==> config.mk <==
export PLATFORM = sky130hd
export DESIGN_NAME = rtc_bus_burst_engine
export DESIGN_NICKNAME = d
export VERILOG_FILES = /design/src/rtl/rtc_bus_pkg.sv /design/src/rtl/rtc_bus_burst_engine_timer.sv /design/src/rtl/rtc_bus_burst_engine.sv
export SDC_FILE = /design/constraint.sdc
export NUM_CORES = 1
export LEC_CHECK = 0
export ABC_AREA = 1
export BUFFER_PORTS_ARGS = -buffer_cell sky130_fd_sc_hd__buf_2
export CELL_PAD_IN_SITES_DETAIL_PLACEMENT = 0
export CELL_PAD_IN_SITES_GLOBAL_PLACEMENT = 1
export CORE_MARGIN = 3
export CORE_UTILIZATION = 36
export DETAILED_ROUTE_END_ITERATION = 12
export PLACE_DENSITY_LB_ADDON = 0.1
export SYNTH_ARGS = -nofsm -noshare
export SYNTH_HDL_FRONTEND = slang
export SYNTH_SLANG_ARGS = --single-unit
==> constraint.sdc <==
create_clock -name clk -period 2.1 [get_ports clk]
set_input_delay 0.42 -clock clk [delete_from_list [all_inputs] [get_ports clk]]
set_output_delay 0.42 -clock clk [all_outputs]
set_load 0.03 [all_outputs]
==> src/rtl/rtc_bus_pkg.sv <==
// Shared types and default timing for the RTC multiplexed-bus burst engine.
package rtc_bus_pkg;

  localparam int unsigned RTC_ADDR_W = 8;
  localparam int unsigned DEF_T_SU   = 2;
  localparam int unsigned DEF_T_PW   = 4;
  localparam int unsigned DEF_T_HD   = 2;
  localparam int unsigned TMR_W      = 8;

  typedef enum logic [2:0] {
    IDLE, A_SU, A_PW, A_HD, D_SU, D_PW, D_HD, FIN
  } state_t;

  function automatic logic is_addr(input state_t s);
    return (s == A_SU) || (s == A_PW) || (s == A_HD);
  endfunction

  function automatic logic is_data(input state_t s);
    return (s == D_SU) || (s == D_PW) || (s == D_HD);
  endfunction

endpackage

==> src/rtl/rtc_bus_burst_engine_timer.sv <==
// Loadable phase down-counter; last is high while the count sits at zero.
module rtc_phase_timer
  import rtc_bus_pkg::*;
#(
  parameter int unsigned W = TMR_W
) (
  input  logic         clk,
  input  logic         reset,
  input  logic         load,
  input  logic [W-1:0] load_val,
  output logic         last
);

  logic [W-1:0] cnt;

  always_ff @(posedge clk or posedge reset) begin
    if (reset)            cnt <= '0;
    else if (load)        cnt <= load_val;
    else if (cnt != '0)   cnt <= cnt - W'(1);
  end

  assign last = (cnt == '0);

endmodule

==> src/rtl/rtc_bus_burst_engine.sv <==
// Burst sequencer for the RTC address/data multiplexed bus with programmable
// setup/pulse/hold widths and auto-incrementing register address.
module rtc_bus_burst_engine
  import rtc_bus_pkg::*;
#(
  parameter int unsigned DATA_W = 8,
  parameter int unsigned CNT_W  = 4,
  parameter int unsigned T_SU   = DEF_T_SU,
  parameter int unsigned T_PW   = DEF_T_PW,
  parameter int unsigned T_HD   = DEF_T_HD
) (
  input  logic              clk,
  input  logic              reset,
  input  logic              start,
  input  logic              write_not_read,
  input  logic [DATA_W-1:0] base_addr,
  input  logic [CNT_W-1:0]  count,
  input  logic [DATA_W-1:0] wr_data,
  input  logic [DATA_W-1:0] bus_in,
  output logic [DATA_W-1:0] bus_out,
  output logic              bus_oe,
  output logic              a_d,
  output logic              cs,
  output logic              rd,
  output logic              wr,
  output logic [CNT_W-1:0]  word_idx,
  output logic              rd_valid,
  output logic [DATA_W-1:0] rd_data,
  output logic              busy,
  output logic              done
);

  state_t             state, next;
  logic               wnr_q;
  logic [CNT_W-1:0]   count_q, idx_n;
  logic [DATA_W-1:0]  addr_q, addr_n, wdata_q, wdata_n;
  logic               tmr_last, tmr_load, capture;
  logic [TMR_W-1:0]   tmr_val;

  rtc_phase_timer #(.W(TMR_W)) u_timer (
    .clk      (clk),
    .reset    (reset),
    .load     (tmr_load),
    .load_val (tmr_val),
    .last     (tmr_last)
  );

  always_comb begin
    next    = state;
    addr_n  = addr_q;
    idx_n   = word_idx;
    wdata_n = wdata_q;
    tmr_val = '0;
    unique case (state)
      IDLE: if (start) begin
        next   = (count == '0) ? FIN : A_SU;
        addr_n = base_addr;
        idx_n  = '0;
      end
      A_SU: if (tmr_last) next = A_PW;
      A_PW: if (tmr_last) next = A_HD;
      A_HD: if (tmr_last) begin
        next    = D_SU;
        wdata_n = wr_data;
      end
      D_SU: if (tmr_last) next = D_PW;
      D_PW: if (tmr_last) next = D_HD;
      D_HD: if (tmr_last) begin
        if (word_idx == count_q - CNT_W'(1)) begin
          next = FIN;
        end else begin
          next   = A_SU;
          addr_n = addr_q + DATA_W'(1);
          idx_n  = word_idx + CNT_W'(1);
        end
      end
      default: next = IDLE;
    endcase
    unique case (next)
      A_SU, D_SU: tmr_val = TMR_W'(T_SU - 1);
      A_PW, D_PW: tmr_val = TMR_W'(T_PW - 1);
      A_HD, D_HD: tmr_val = TMR_W'(T_HD - 1);
      default:    tmr_val = '0;
    endcase
  end

  // Every state change is a phase entry, so the timer reloads exactly then.
  assign tmr_load = (next != state);
  assign capture  = (state == D_PW) && tmr_last && !wnr_q;

  // Pad outputs are registered from the next state so they line up with it.
  always_ff @(posedge clk or posedge reset) begin
    if (reset) begin
      state    <= IDLE;
      wnr_q    <= 1'b0;
      count_q  <= '0;
      addr_q   <= '0;
      wdata_q  <= '0;
      word_idx <= '0;
      bus_out  <= '0;
      bus_oe   <= 1'b0;
      a_d      <= 1'b1;
      cs       <= 1'b1;
      rd       <= 1'b1;
      wr       <= 1'b1;
      rd_valid <= 1'b0;
      rd_data  <= '0;
      busy     <= 1'b0;
      done     <= 1'b0;
    end else begin
      state    <= next;
      addr_q   <= addr_n;
      word_idx <= idx_n;
      wdata_q  <= wdata_n;
      if (state == IDLE && start) begin
        wnr_q   <= write_not_read;
        count_q <= count;
      end
      rd_valid <= capture;
      if (capture) rd_data <= bus_in;
      cs       <= !(is_addr(next) || is_data(next));
      a_d      <= !is_addr(next);
      wr       <= !((next == A_PW) || ((next == D_PW) && wnr_q));
      rd       <= !((next == D_PW) && !wnr_q);
      bus_oe   <= is_addr(next) || (is_data(next) && wnr_q);
      bus_out  <= is_addr(next) ? addr_n : (is_data(next) ? wdata_n : '0);
      busy     <= is_addr(next) || is_data(next);
      done     <= (next == FIN);
    end
  end

endmodule

==> qor_table.md, run 1 <==
| Group | Item | This run |
|:---|:---|:---|
| outcome | Status | finished, final reports clean |
| synthesis | Post-synth cell types | 40 |
| sta | Final hold slack | 137 ps |
| synthesis | Library cell with the highest instance count after synthesis | nand2_1 |
| synthesis | Register bit total from synthesis | 60 |
| cts | H-tree depth | 3 |
| finish | Total area of multi-input combinational cells | 1620 um2 |
| sta | Fin crit period | 1920 ps |
| worst setup path | CP required | 2370 ps |
| detailed routing | Drt first pass iters | 4 |
| global route | Antenna violations before repair | 0 |
| finish | Count of placed standard cells in the final layout, fillers left out | 586 |
| worst setup path | Cell-by-cell listing of the critical path | inv_2, ha_4, inv_1, nand2_1, nand2_1, nand2_1, nor2_1, nand2_1, nand2_2, nand2_4, nand3_2, nor2_8, a21oi_4, nand2_1, nand2_1 |
| worst setup path | Start-to-end type of the worst setup path | reg2reg |
| sta | Max Freq | 520 MHz |
| cts | Clock tree from TritonCTS | built |
| synthesis | Net Count, Synth | 423 |
| sta | Headroom to the max-slew limit | 0.667 |
| worst setup path | Worst-path cell with the longest stage delay | dfrtp_1 |
| detailed routing | Vias per cell | 4.59 |
| floorplanning | Core region area | 8810 um2 |
| finish | Post-route design area | 4160 um2 |
| synthesis | Post-synthesis async set-or-reset flop share | 1.00 |
| synthesis | Mean cell area of the mapped netlist | 8.48 um2 |
| synthesis | Share of the yosys chip area belonging to registers | 0.459 |
| floorplanning | Die width | 101 um |
| placed design | Weighted congestion at the end of routability-driven global placement | 0.811 |
| global route | First-pass GRT wire length | 12700 um |
| cts | Number of buffers on the longest clock path | 2 |
| global route | All-Layer GR Usage | 0.161 |
| finish | Ant. Diodes | 0 |
| hold path | Path type of the worst min-delay path | in2async |
| synthesis | Leading cell types by count after synthesis | 132 x nand2_1, 56 x dfrtp_1, 37 x inv_1, 27 x nand3_1, 23 x nor2_1 |
| worst setup path | Type of destination of the critical path | flip-flop |
| synthesis | Predominant post-synthesis flop cell | dfrtp_1 |
| placed design | Sum of net half-perimeters after detailed placement | 5370 um |
| floorplanning | Row Count | 34 |
| sta | Skew final | 7.75 ps |
| synthesis | Post-synthesis instance area | 3280 um2 |
| detailed routing | Routed length per placed instance | 12.8 um |
| detailed routing | Wire length reported by the detailed router | 7480 um |
| detailed routing | Final routed DRC violation total | 0 |
| worst setup path | Largest stage delay, worst path | 380 ps |
| floorplanning | Die Footprint | 10300 um2 |
| floorplanning | Y dimension of the die | 101 um |
| cts | Number of clock sinks | 60 |
| finish | Layout Utilization | 0.472 |
| worst setup path | Arrival time at the worst endpoint | 2200 ps |
| synthesis | Leading area contributor after synthesis | dfrtp_1 |
| synthesis | Portion of synthesized cell area occupied by the leading cell type | 0.427 |
| worst setup path | Startpoint type of the worst setup path | flip-flop |
| global route | Pin count of the biggest net entering global routing | 61 |
| synthesis | Largest cells by area after synthesis | dfrtp_1 43%, nand2_1 15%, inv_1 4.2% |
| cts | Cts-stage hold buffer count | 0 |
| cts | Clock buffer count from CTS | 9 |
| pwr | Leakage component of the power | 0.00216 uW |
| cts | Latest clock arrival within the worst-skew pair | 340 ps |
| floorplanning | I/O Pins | 60 |
| worst setup path | Maximum fanout count along the critical path | 9 |
| pwr | Worst IR drop on VDD | 720 uV |
| placed design | IO buf count | 59 |
| synthesis | Synth Instances | 387 |
| sta | Max Transition Viols Final | 0 |
| sta | Tightest Pin Transition | 496 ps |
| detailed routing | Residual antenna-violating net count after detailed routing | 0 |
| floorplanning | Initial cell density of the core | 0.373 |
| finish | Fill cell count | 909 |
| detailed routing | DR vias | 2688 |
| global route | Via count of the first global-routing pass | 2680 |
| sta | Final hold vios | 0 |
| sta | Total setup violations reported at the end of the flow | 0 |
| sta | Final period utilization | 0.917 |
| cts | Clock transition at the registers of the reported paths | 70 ps |
| synthesis | Number of flops mapped to enable cells by yosys | 0 |
| finish | Net total in the final layout | 510 |
| sta | Worst setup slack after layout | 175 ps |
| finish | Fraction of final layout cells with drive strength greater than 1 | 0.337 |
| cts | Clk Tree Root Cell | clkbuf_8 |
| synthesis | Yosys warnings | 0 |
| global route | Total grt overflow | 0 |
| worst setup path | Cell seen most often among critical-path stages | nand2_1 |
| run | Max Cap Viol | 0 |
| placed design | Post-place setup slack | -33.4 ps |
| finish | Sequential cell area in the final layout | 1510 um2 |
| placed design | Cell area after placement | 3800 um2 |
| detailed routing | Drt first-iter violations | 84 |
| pwr | Power Density | 1660 nW/um2 |
| placed design | DP Cell Count | 561 |
| finish | Layout Area Growth over Synthesis | 26.6% |
critical path: cells and delay by family (launching register included):
kind	cells	cell delay, ps
simple gates	11	910
flops	1	380
compound gates	1	240
fa+ha+maj	1	200
buf+inv	2	130
path summary, 6_finish.rpt:
kind	from	to	slack [ps]	cells after the start
min reg2reg	wdata_q[5]$_DFF_PP0_	wdata_q[5]$_DFF_PP0_	470	2
min in group clk	write_not_read	wnr_q$_DFFE_PP0P_	300	3
max	count_q[0]$_DFFE_PP0P_	bus_out[0]$_DFF_PP0_	180	15
min	reset	u_timer.cnt[1]$_DFFE_PP0P_	140	3
max in group asynchronous	reset	a_d$_DFF_PP1_	1660	3
max reg2reg	count_q[0]$_DFFE_PP0P_	bus_out[0]$_DFF_PP0_	180	15
report_power, final:
part	switching [uW]	total [uW]	leakage [uW]	internal [uW]
Combinational	2370	3780	0.00129	1410
Clock	462	1190	0.000111	724
Sequential	296	1940	0.000755	1640
Total	3130	6910	0.00216	3770
sequential cells by signal (all words and copies together), names as in the netlist:
name         flops
word_idx         4
a_d              1
wdata_q          8
rd_valid         1
addr_q           8
state            3
u_timer.cnt      8
wnr_q            1
rd_data          8
count_q          4
cs               1
bus_out          8
wr               1
rd               1
busy             1
done             1
bus_oe           1
cells by family after synthesis:
group | share of synthesized area
AND/OR/NAND/NOR | 0.349
adder cells (fa/ha/maj) | 0.0153
flip-flops | 0.459
XOR/XNOR | 0.0217
multiplexers | 0.0275
buffers and inverters | 0.0656
AO/OA/AOI/OAI | 0.0621
layer usage:
metal  vias to the layer above  routed length (um)  track usage
met4                         0                  72       0.0613
met2                        45                3490        0.242
met1                      1229                3600        0.222
li1                       1407                   -            -
met3                         7                 314       0.0399
met5                         -                   0            0
through the flow:
step / power [uW] / setup TNS (ps)
6_report: 6910 / 0
5_1_grt: 7550 / -21.9
4_1_cts: 6750 / 0
3_5_place_dp: 5400 / -33.4
3_3_place_gp: 5380 / -32.3
2_1_floorplan: 4560 / 0
area by class of cell:
| type | instances | area share |
|---|---|---|
| clock inverters | 4 | 0.0175 |
| repair buffers | 79 | 0.114 |
| clock buffers | 11 | 0.0364 |
| inverters | 47 | 0.0461 |
| multi-input cells | 277 | 0.391 |
| flip-flops and latches | 60 | 0.363 |
| well taps | 108 | 0.0325 |
repair_timing:
item,4_1_cts,5_1_grt
gates resized for setup,0,14
pin swaps,3,7
buffers inserted,3,6
setup endpoints to repair,6,22
hold endpoints to repair,0,0
cloned,0,1
cells in the final DEF (no fill, tap or decap), drive strengths merged:
cell type,netlist,routed
nand3,31,31
clkbuf,2,11
or2,1,1
mux2,8,8
nand2,145,145
clkinvlp,0,1
nand4,5,5
bufinv,0,2
nor4,2,2
nor2,33,33
o211ai,2,2
xnor2,2,2
a211oi,1,1
dfstp,4,4
nor3,7,7
xor2,4,4
clkinv,1,2
inv,46,46
ha,4,4
buf,2,79
a21oi,9,10
dfrtp,56,56
o21ai,22,22
Power figures use the tool's default switching activity.
==> run 2, diff against run 1 <==
--- a/config.mk
+++ b/config.mk
@@ -13,6 +13,7 @@
 export CORE_UTILIZATION = 36
 export DETAILED_ROUTE_END_ITERATION = 12
 export PLACE_DENSITY_LB_ADDON = 0.1
+export RECOVER_POWER = 25
 export SYNTH_ARGS = -nofsm -noshare
 export SYNTH_HDL_FRONTEND = slang
 export SYNTH_SLANG_ARGS = --single-unit
==> qor_table.md, run 2 (same netlist as run 1, synthesis figures left out) <==
| Group | Item | This run |
|:---|:---|:---|
| floorplanning | Row Count | 34 |
| sta | Total setup violations reported at the end of the flow | 0 |
| sta | Max Transition Viols Final | 61 |
| pwr | Worst IR drop on VDD | 721 uV |
| pwr | Fraction of power consumed by the clock network | 0.172 |
| sta | Headroom to the max-slew limit | -0.0166 |
| worst setup path | Timing startpoint of the critical path | count_q[0]$_DFFE_PP0P_ |
| sta | Final hold vios | 0 |
| placed design | Sum of net half-perimeters after detailed placement | 5370 um |
| pwr | Proportion of power drawn by combinational gates | 0.547 |
| worst setup path | Start-to-end type of the worst setup path | reg2reg |
| cts | Latest clock arrival within the worst-skew pair | 340 ps |
| global route | All-Layer GR Usage | 0.161 |
| finish | Layout Utilization | 0.470 |
| detailed routing | Wire length reported by the detailed router | 7490 um |
| floorplanning | Y dimension of the die | 101 um |
| finish | Fill cell count | 910 |
| detailed routing | Residual antenna-violating net count after detailed routing | 0 |
| finish | Net total in the final layout | 510 |
| placed design | IO buf count | 59 |
| detailed routing | Vias per cell | 4.59 |
| finish | Total area of multi-input combinational cells | 1620 um2 |
| floorplanning | Die Footprint | 10300 um2 |
| finish | Sequential cell area in the final layout | 1510 um2 |
| detailed routing | Routed length per placed instance | 12.8 um |
| finish | Fraction of final layout cells with drive strength greater than 1 | 0.335 |
| cts | Clock buffer count from CTS | 9 |
| run | Max Cap Viol | 1 |
| cts | Clock transition at the registers of the reported paths | 70 ps |
| hold path | Origin of the worst min-delay path | write_not_read |
| detailed routing | DR vias | 2692 |
| finish | Most frequent cells in the layout | 129 x nand2_1, 59 x buf_2, 56 x dfrtp_1 |
| global route | First-pass GRT wire length | 12700 um |
| sta | Max Freq | 520 MHz |
| sta | Fin crit period | 1920 ps |
| finish | Ant. Diodes | 0 |
| sta | Final period utilization | 0.915 |
| sta | Tightest Pin Transition | 1520 ps |
| worst setup path | CP required | 2380 ps |
| global route | Pin count of the biggest net entering global routing | 61 |
| worst setup path | Type of destination of the critical path | flip-flop |
| worst setup path | Arrival time at the worst endpoint | 2200 ps |
| floorplanning | I/O Pins | 60 |
| cts | Clock tree from TritonCTS | built |
| placed design | Cell area after placement | 3800 um2 |
| finish | Post-route design area | 4140 um2 |
| global route | Via count of the first global-routing pass | 2680 |
| detailed routing | Final routed DRC violation total | 0 |
| outcome | Status | finished, violations left |
| cts | Clk Tree Root Cell | clkbuf_8 |
| floorplanning | Core region area | 8810 um2 |
| pwr | Power Density | 1670 nW/um2 |
| outcome | Violations in the final reports | capacitance limit, slew limit |
| floorplanning | Die width | 101 um |
| pwr | Int Pwr | 3770 uW |
| global route | Total grt overflow | 0 |
| finish | Layout Area Growth over Synthesis | 26.2% |
| pwr | Leakage component of the power | 0.00215 uW |
| cts | H-tree depth | 3 |
| placed design | Weighted congestion at the end of routability-driven global placement | 0.811 |
| worst setup path | Startpoint type of the worst setup path | flip-flop |
| detailed routing | Drt first-iter violations | 89 |
| cts | Number of buffers on the longest clock path | 2 |
| pwr | Part of the total power dissipated in sequential elements | 0.280 |
| detailed routing | Drt first pass iters | 4 |
| finish | Most common library cell in the layout ignoring fill and taps | nand2_1 |
| floorplanning | Initial cell density of the core | 0.373 |
| hold path | Path type of the worst min-delay path | in2reg |
| global route | Antenna violations before repair | 0 |
| sta | Skew final | 6.80 ps |
| cts | Cts-stage hold buffer count | 0 |
| worst setup path | Beginning of the worst register-to-register path | count_q[0]$_DFFE_PP0P_ |
| pwr | Sw power | 3130 uW |
| worst setup path | Maximum fanout count along the critical path | 9 |
| pwr | Share of total power consumed by net switching | 0.454 |
| cts | Number of clock sinks | 60 |
## run 2: changes by cell type in the layout (fill, tap and decap cells not counted)
cell	delta
inv_1	+1
clkbuf_2	+1
buf_12	-1
inv_2	-1
## run 2: through the flow
stage | cells | setup WS (ps) | power (uW) | hold WS (ps) | setup TNS (ps)
after floorplan | 387 | 202 | 4560 | 438 | 0
after global placement | 561 | -32.3 | 5380 | 457 | -32.3
after detailed placement | 561 | -33.4 | 5400 | 460 | -33.4
after CTS | 579 | 19.4 | 6750 | 141 | 0
after global routing | 586 | -12.5 | 7550 | 288 | -21.9
final | 586 | 177 | 6900 | 299 | 0
## run 2: layer usage
metal  global-route usage  vias to the layer above  routed length (um)
met4               0.0613                        0                  89
met5                    0                        -                   0
met2                0.242                       51                3480
met3               0.0399                       10                 320
met1                0.222                     1222                3590
li1                     -                     1409                   -
## run 2: repair_timing
action,in CTS,in global routing
resized for setup,0,14
pin swaps,3,7
setup buffers,3,6
setup endpoints to repair,6,22
cloned,0,1
## run 2: critical path, stage by stage (launching register included)
cell and delay (ps):
dfrtp_1 380, inv_2 90, ha_4 200, inv_1 40
nand2_1 40, nand2_1 50, nand2_1 50, nor2_1 100
nand2_1 100, nand2_2 120, nand2_4 100, nand3_2 120
nor2_8 50, a21oi_4 240, nand2_1 100, nand2_1 70
## run 2: path summary, 6_finish.rpt
check / end / slack (ps) / cells past startpoint
max: bus_out[0]$_DFF_PP0_ / 180 / 15
min in group asynchronous: u_timer.cnt[3]$_DFFE_PP0P_ / 600 / 3
max reg2reg: bus_out[0]$_DFF_PP0_ / 180 / 15
min: wnr_q$_DFFE_PP0P_ / 300 / 3
max in group asynchronous: bus_out[3]$_DFF_PP0_ / 590 / 3
min reg2reg: wdata_q[5]$_DFF_PP0_ / 470 / 2
## run 2: layout make-up
type	count	area share
Timing Repair Buffer	79	0.111
Tap cell	108	0.0326
Clock buffer	11	0.0366
Inverter	47	0.0462
Sequential cell	60	0.364
Clock inverter	4	0.0175
Multi-Input combinational cell	277	0.392
## run 2: power by group through the flow
stage                     clock network, uW  logic, uW  registers, uW
final                                  1190       3780           1940
after global routing                   1290       4260           2000
after CTS                              1230       3590           1930
after detailed placement                  0       3450           1950
after global placement                    0       3440           1950
after floorplan                           0       2320           2240
